==> src/rtl/gprf_pkg.sv <==
// Shared constants and the writeback entry type for the GPRF writeback arbiter.
package gprf_pkg;

  localparam int GPRF_DEPTH = 32;
  localparam int GPRF_WIDTH = 32;

  function automatic int idx_w(input int depth);
    return $clog2(depth);
  endfunction

  typedef struct packed {
    logic [idx_w(GPRF_DEPTH)-1:0] idx;
    logic [GPRF_WIDTH-1:0]        data;
  } wb_entry_t;

endpackage

==> src/rtl/gprf_wb_arb_if.sv <==
// Result-source handshake plus the GPRF write port, bundled for the arbiter.
interface gprf_wb_arb_if
  import gprf_pkg::*;
#(
  parameter int NSRC  = 3,
  parameter int DEPTH = GPRF_DEPTH,
  parameter int WIDTH = GPRF_WIDTH,
  localparam int IW   = idx_w(DEPTH)
);

  logic [NSRC-1:0]  src_valid;
  logic [NSRC-1:0]  src_ready;
  logic [IW-1:0]    src_idx  [NSRC];
  logic [WIDTH-1:0] src_data [NSRC];
  logic             hold;
  logic             wen;
  logic [IW-1:0]    widx;
  logic [WIDTH-1:0] wdata;
  logic             idle;

  modport master (
    output src_valid, src_idx, src_data, hold,
    input  src_ready, wen, widx, wdata, idle
  );

  modport slave (
    input  src_valid, src_idx, src_data, hold,
    output src_ready, wen, widx, wdata, idle
  );

endinterface

==> src/rtl/wb_fifo.sv <==
// Small circular FIFO holding pending writeback entries for one result source.
module wb_fifo
  import gprf_pkg::*;
#(
  parameter int  BUFD = 2,
  parameter type T    = wb_entry_t,
  localparam int AW   = $clog2(BUFD),
  localparam int CW   = $clog2(BUFD + 1)
) (
  input  logic          clk,
  input  logic          rst,
  input  logic          push,
  input  T              din,
  input  logic          pop,
  output T              head,
  output logic [CW-1:0] count
);

  T              mem_q [BUFD];
  T              mem_d [BUFD];
  logic [AW-1:0] wr_q, wr_d, rd_q, rd_d;
  logic [CW-1:0] count_q, count_d;

  // Pointers wrap naturally because BUFD is a power of two.
  always_comb begin
    mem_d   = mem_q;
    wr_d    = wr_q;
    rd_d    = rd_q;
    if (push) begin
      mem_d[wr_q] = din;
      wr_d        = wr_q + 1'b1;
    end
    if (pop) begin
      rd_d = rd_q + 1'b1;
    end
    count_d = count_q + CW'(push) - CW'(pop);
  end

  always_ff @(posedge clk) begin
    if (rst) begin
      mem_q   <= '{default: '0};
      wr_q    <= '0;
      rd_q    <= '0;
      count_q <= '0;
    end else begin
      mem_q   <= mem_d;
      wr_q    <= wr_d;
      rd_q    <= rd_d;
      count_q <= count_d;
    end
  end

  assign head  = mem_q[rd_q];
  assign count = count_q;

endmodule

==> src/rtl/gprf_wb_arb.sv <==
// Round-robin writeback arbiter: per-source FIFOs feeding one registered GPRF write port.
module gprf_wb_arb
  import gprf_pkg::*;
#(
  parameter int  NSRC    = 3,
  parameter int  DEPTH   = GPRF_DEPTH,
  parameter int  WIDTH   = GPRF_WIDTH,
  parameter int  BUFD    = 2,
  parameter bit  R0_IS_0 = 1'b1,
  localparam int IW      = idx_w(DEPTH)
) (
  input logic          clk,
  input logic          rst,
  gprf_wb_arb_if.slave bus
);

  localparam int PW = (NSRC > 1) ? $clog2(NSRC) : 1;
  localparam int CW = $clog2(BUFD + 1);

  typedef struct packed {
    logic [IW-1:0]    idx;
    logic [WIDTH-1:0] data;
  } entry_t;

  entry_t           heads [NSRC];
  entry_t           din   [NSRC];
  logic [CW-1:0]    cnt   [NSRC];
  logic [NSRC-1:0]  push, pop;
  logic             grant;
  logic [PW-1:0]    winner;
  entry_t           win_e;
  int               cand;
  logic [PW-1:0]    rr_ptr_q, rr_ptr_d;
  logic             wen_q, wen_d;
  logic [IW-1:0]    widx_q, widx_d;
  logic [WIDTH-1:0] wdata_q, wdata_d;

  // Ready comes only from registered counts, never from a same-cycle pop.
  always_comb begin
    bus.src_ready = '0;
    push          = '0;
    for (int s = 0; s < NSRC; s++) begin
      bus.src_ready[s] = cnt[s] < CW'(BUFD);
      push[s]          = bus.src_valid[s] && (cnt[s] < CW'(BUFD));
      din[s]           = '{idx: bus.src_idx[s], data: bus.src_data[s]};
    end
  end

  for (genvar s = 0; s < NSRC; s++) begin : g_src
    wb_fifo #(.BUFD(BUFD), .T(entry_t)) u_fifo (
      .clk   (clk),
      .rst   (rst),
      .push  (push[s]),
      .din   (din[s]),
      .pop   (pop[s]),
      .head  (heads[s]),
      .count (cnt[s])
    );
  end

  // Scan from the farthest candidate back to rr_ptr so the nearest one wins last.
  always_comb begin
    grant  = 1'b0;
    winner = '0;
    cand   = 0;
    for (int k = NSRC - 1; k >= 0; k--) begin
      cand = (int'(rr_ptr_q) + k) % NSRC;
      if (!bus.hold && cnt[cand] != '0) begin
        grant  = 1'b1;
        winner = cand[PW-1:0];
      end
    end
    win_e = heads[winner];
    pop   = '0;
    if (grant) begin
      pop[winner] = 1'b1;
    end
  end

  // A write to R0 still consumes its slot and moves the pointer, it just never reaches the file.
  always_comb begin
    rr_ptr_d = grant ? PW'((int'(winner) + 1) % NSRC) : rr_ptr_q;
    wen_d    = grant && !(R0_IS_0 && win_e.idx == '0);
    widx_d   = grant ? win_e.idx  : widx_q;
    wdata_d  = grant ? win_e.data : wdata_q;
  end

  always_ff @(posedge clk) begin
    if (rst) begin
      rr_ptr_q <= '0;
      wen_q    <= 1'b0;
      widx_q   <= '0;
      wdata_q  <= '0;
    end else begin
      rr_ptr_q <= rr_ptr_d;
      wen_q    <= wen_d;
      widx_q   <= widx_d;
      wdata_q  <= wdata_d;
    end
  end

  always_comb begin
    bus.wen   = wen_q;
    bus.widx  = widx_q;
    bus.wdata = wdata_q;
    bus.idle  = !wen_q;
    for (int s = 0; s < NSRC; s++) begin
      if (cnt[s] != '0) begin
        bus.idle = 1'b0;
      end
    end
  end

endmodule

==> src/flat_wrapper.sv <==
// flat-port wrapper written by rule: the top's interface ports become plain ports
module gprf_wb_arb_flat import gprf_pkg::*;
#(
  parameter int  NSRC    = 3,
  parameter int  DEPTH   = GPRF_DEPTH,
  parameter int  WIDTH   = GPRF_WIDTH,
  parameter int  BUFD    = 2,
  parameter bit  R0_IS_0 = 1'b1,
  localparam int IW      = idx_w(DEPTH)
)
  (clk, rst, bus_src_valid, bus_src_idx, bus_src_data, bus_hold, bus_src_ready, bus_wen, bus_widx, bus_wdata, bus_idle);
  gprf_wb_arb_if #(.NSRC(NSRC), .DEPTH(DEPTH), .WIDTH(WIDTH)) bus_i ();
  input logic clk;
  input logic rst;
  input wire logic [$bits(bus_i.src_valid)-1:0] bus_src_valid;
  input wire logic [$bits(bus_i.src_idx)-1:0] bus_src_idx;
  input wire logic [$bits(bus_i.src_data)-1:0] bus_src_data;
  input wire logic [$bits(bus_i.hold)-1:0] bus_hold;
  output wire logic [$bits(bus_i.src_ready)-1:0] bus_src_ready;
  output wire logic [$bits(bus_i.wen)-1:0] bus_wen;
  output wire logic [$bits(bus_i.widx)-1:0] bus_widx;
  output wire logic [$bits(bus_i.wdata)-1:0] bus_wdata;
  output wire logic [$bits(bus_i.idle)-1:0] bus_idle;
  assign bus_i.src_valid = bus_src_valid;
  assign bus_i.src_idx = {>>{bus_src_idx}};
  assign bus_i.src_data = {>>{bus_src_data}};
  assign bus_i.hold = bus_hold;
  assign bus_src_ready = bus_i.src_ready;
  assign bus_wen = bus_i.wen;
  assign bus_widx = bus_i.widx;
  assign bus_wdata = bus_i.wdata;
  assign bus_idle = bus_i.idle;
  gprf_wb_arb #(.NSRC(NSRC), .DEPTH(DEPTH), .WIDTH(WIDTH), .BUFD(BUFD), .R0_IS_0(R0_IS_0)) u_core (.clk(clk), .rst(rst), .bus(bus_i));
endmodule
==> config.mk <==
export PLATFORM = sky130hd
export DESIGN_NAME = gprf_wb_arb_flat
export DESIGN_NICKNAME = d
export VERILOG_FILES = /design/src/rtl/gprf_pkg.sv /design/src/rtl/gprf_wb_arb_if.sv /design/src/rtl/wb_fifo.sv /design/src/rtl/gprf_wb_arb.sv /design/src/flat_wrapper.sv
export SDC_FILE = /design/constraint.sdc
export NUM_CORES = 1
export LEC_CHECK = 0
export CORE_UTILIZATION = 25
export CTS_CLUSTER_SIZE = 25
export DETAILED_ROUTE_END_ITERATION = 8
export DONT_BUFFER_PORTS = 1
export PLACE_DENSITY_LB_ADDON = 0.08
export SKIP_CTS_REPAIR_TIMING = 1
export SYNTH_ARGS = -nofsm -noshare
export SYNTH_HDL_FRONTEND = slang
export SYNTH_SLANG_ARGS = --single-unit
==> constraint.sdc <==
create_clock -name clk -period 3.6 [get_ports clk]
set_input_delay 0.9 -clock clk [delete_from_list [all_inputs] [get_ports clk]]
set_output_delay 0.9 -clock clk [all_outputs]
set_load 0.02 [all_outputs]
==> results.py, run 1 <==
metrics = {
    "status": {
        "status": "finished, final reports clean",
    },
    "drt": {
        "routed_wl_microns": 39220,
        "vias": 9413,
        "routedWlPerCell_microns": 19.21,
        "drt_pass1_iterations": 5,
        "drtIter0Drc": 575,
        "ant_nets": 0,
        "viasPerCell": 4.610,
        "drc": 0,
    },
    "clock_tree": {
        "numCtsBuffers": 36,
        "cts_buffer_depth": 3,
        "htreeDepth": 2,
        "clk_latency_ps": 530,
        "clk_pin_slew_ps": 60,
        "ctsRootBufferMaster": "clkbuf_16",
        "clkSinkCount": 274,
        "cts_tree": "done",
    },
    "floorplan": {
        "fp.dieW_microns": 218.6,
        "start_util_pct": 25.62,
        "io_pins": 159,
        "die_area_sq_um": 47780,
        "die_y_microns": 218.6,
        "coreArea_sq_um": 45770,
        "rows": 78,
    },
    "global_route": {
        "grt_pass1_vias": 9147,
        "grt.total_usage_pct": 16.47,
        "grt_overflow_total": 0,
        "antenna_found_initial": 0,
        "grt_max_degree": 275,
        "grt_pass1_wl_microns": 59350,
    },
    "timing": {
        "tns_ps": 0,
        "min_period_ps": 3289,
        "finalSetupViolCount": 0,
        "hold_viol": 0,
        "timing.slew.headroom_pct": 39.91,
        "drv_slew": 0,
        "period_share_pct": 91.35,
        "worst_slew_pin_slew_ps": 901.3,
        "fmax_mhz": 304.1,
        "fin_skew_ps": 10.97,
        "rsz0062_at_grt": "false",
        "holdWs_ps": 442.6,
    },
    "setup_path": {
        "path_common_cell": "ha_1",
        "required_ps": 3990,
        "worst_setup_path_end_kind": "flip-flop",
        "crit_type": "reg2reg",
        "crit_cells": 16,
        "cp_cell_sequence": "inv_1 > ha_1 > or3b_1 > and3_4 > nor3_4 > nand2_1 > nand2_1 > inv_1 > ha_1 > and2_1 > ha_1 > inv_1 > ha_1 > xnor2_1 > xnor2_1 > nor2_1",
        "cpPeakStageDelay_ps": 420,
        "crit_family": "simple AND/OR/NAND/NOR gates",
        "r2r_cells": 16,
        "worst-path-buf-inv": 3,
        "worstPathMaxFanout": 7,
        "slowest_stage": "or3b_1",
        "crit_arrival_ps": 3680,
        "critPathLaunchType": "flip-flop",
    },
    "power": {
        "power_density_nw_per_um2": 777.3,
        "p_sw_mw": 3.708,
        "p_int_mw": 6.721,
        "swShare_pct": 35.56,
        "p_seq_share_pct": 37.3,
        "pwr-share-clk_pct": 34.2,
        "p_comb_share_pct": 28.4,
        "ir_drop_mv": 0.3334,
        "p_leak_nw": 4.588,
    },
    "yosys": {
        "synth_seq_cells": 274,
        "syn_nets": 1590,
        "synthFlopType": "dfxtp_1",
        "avgSynthCellArea_sq_um": 8.026,
        "synth_cell_types": 41,
        "synth_edf_count": 0,
        "yosysWarningCount": 0,
        "syn-cell-area_sq_um": 11730,
        "synthArstFlopShare_pct": 0,
        "ys_seq_area_share_pct": 46.78,
        "synthCells": 1461,
    },
    "placed_design": {
        "globalplace.congestion": 0.7858,
        "dp_cells": 1979,
        "port_buffers": 0,
        "dp_hpwl_microns": 25420,
    },
    "cells_and_area": {
        "multi_input_area_sq_um": 5759,
        "final_nets": 1546,
        "area_delta_synth_final_pct": 14.43,
        "mostFrequentLayoutCells": "458 x nand2_1, 271 x dfxtp_1, 264 x a21oi_1",
        "layout_commonest_cell": "nand2_1",
        "ff_latch_area_sq_um": 5489,
        "final.fill_count": 4922,
        "final_util_pct": 29.32,
        "antenna_cells": 0,
        "layout.cells.non_filler": 2042,
        "drive_above_1_share_pct": 6.588,
    },
    "flow_run": {
        "drv_cap": 0,
    },
    "min_path": {
        "holdPathStages": 1,
        "hold_path.class": "in2reg",
    },
}
metal layers:
metal / vias up / wire length (microns) / GRT usage, %
met5: - / 0 / 0
met4: 0 / 661 / 4.452
met3: 45 / 3348 / 5.553
met2: 187 / 16120 / 23.38
met1: 4404 / 19090 / 23.36
li1: 4777 / - / -
cells by family after synthesis:
kind of cell    count (synthesis)  synth area share, %
fa+ha+maj                      12                1.280
xor+xnor                        9               0.6723
buf+inv                       125                4.353
flops                         274                46.78
simple gates                  579                20.16
compound gates                323                14.88
mux                           139                11.88
flip-flops by register name, summed over array words and instances, names as in the netlist:
| signal | cells |
|---|---|
| u_core.bus.wdata | 32 |
| u_core.bus.wen | 1 |
| u_core.bus.widx | 5 |
| u_core.g_src.u_fifo.count | 6 |
| u_core.g_src.u_fifo.mem_q | 222 |
| u_core.g_src.u_fifo.rd_q | 3 |
| u_core.g_src.u_fifo.wr_q | 3 |
| u_core.rr_ptr_q | 2 |
stage by stage:
| stage | setup slack (ps) | instance area (sq um) | power (mW) |
|---|---|---|---|
| 3_3_place_gp | 413.1 | 12250 | 6.964 |
| 3_5_place_dp | 364.3 | 12250 | 6.979 |
| 6_report | 311.4 | 13420 | 10.43 |
| 2_1_floorplan | 718.1 | 11730 | 6.109 |
| 5_1_grt | 117.6 | 13420 | 11.08 |
| 4_1_cts | 346.0 | 13420 | 10.63 |
synth_stat cells (2+ instances only):
cell type    n  area [sq um]
nor3_1       3         15.01
ha_1        12         150.1
o311ai_0     2         17.52
nor2_1      54         202.7
nand2b_1    39         244.0
o22ai_1     33         206.5
buf_2        9         45.04
inv_1       18         67.56
and2_1       6         37.54
dfxtp_1    274          5485
a21oi_1    264          1321
nand2_1    458          1719
a31oi_1      4         25.02
a211oi_2     2         25.02
buf_1        7         26.28
o31ai_1      2         15.01
xnor2_1      9         78.83
nor2b_1      9         56.30
clkbuf_1    86         322.8
mux2i_1    138          1381
buf_6        4         45.04
a211oi_1     9         67.56
power by group through the flow:
stage                     registers [mW]  logic (mW)  clock network (mW)
final                               3.89        2.96                3.57
after global routing                3.96        3.30                3.83
after CTS                           3.90        3.02                3.71
after detailed placement            3.96        3.01                   0
after global placement              3.97        3.00                   0
after floorplan                     3.77        2.34                   0
layout make-up:
| class | count | share of cell area, % |
|---|---|---|
| multi-input combinational | 1062 | 42.92 |
| sequential | 274 | 40.91 |
| clock buffer | 56 | 8.252 |
| tap | 600 | 5.595 |
| timing repair buffer | 24 | 1.343 |
| inverter | 19 | 0.5315 |
| clock inverter | 7 | 0.4476 |
path summary, 6_finish.rpt:
path,endpoint,startpoint,slack (ps)
worst max register to register,u_core.g_src[1].u_fifo.count[1],u_core.rr_ptr_q[0],310
worst max-delay path,u_core.g_src[1].u_fifo.count[1],u_core.rr_ptr_q[0],310
worst min register to register,u_core.g_src[2].u_fifo.mem_q[4],u_core.g_src[2].u_fifo.mem_q[4],450
worst min-delay path,u_core.g_src[2].u_fifo.mem_q[51],rst,440
Note: power is estimated with default switching activity, not from simulation.
==> inputs of run 2 (changes only) <==
- SKIP_LAST_GASP: not set -> 1
==> results of run 2 <==
Final layout, timing and power as in run 1 (identical DEF).
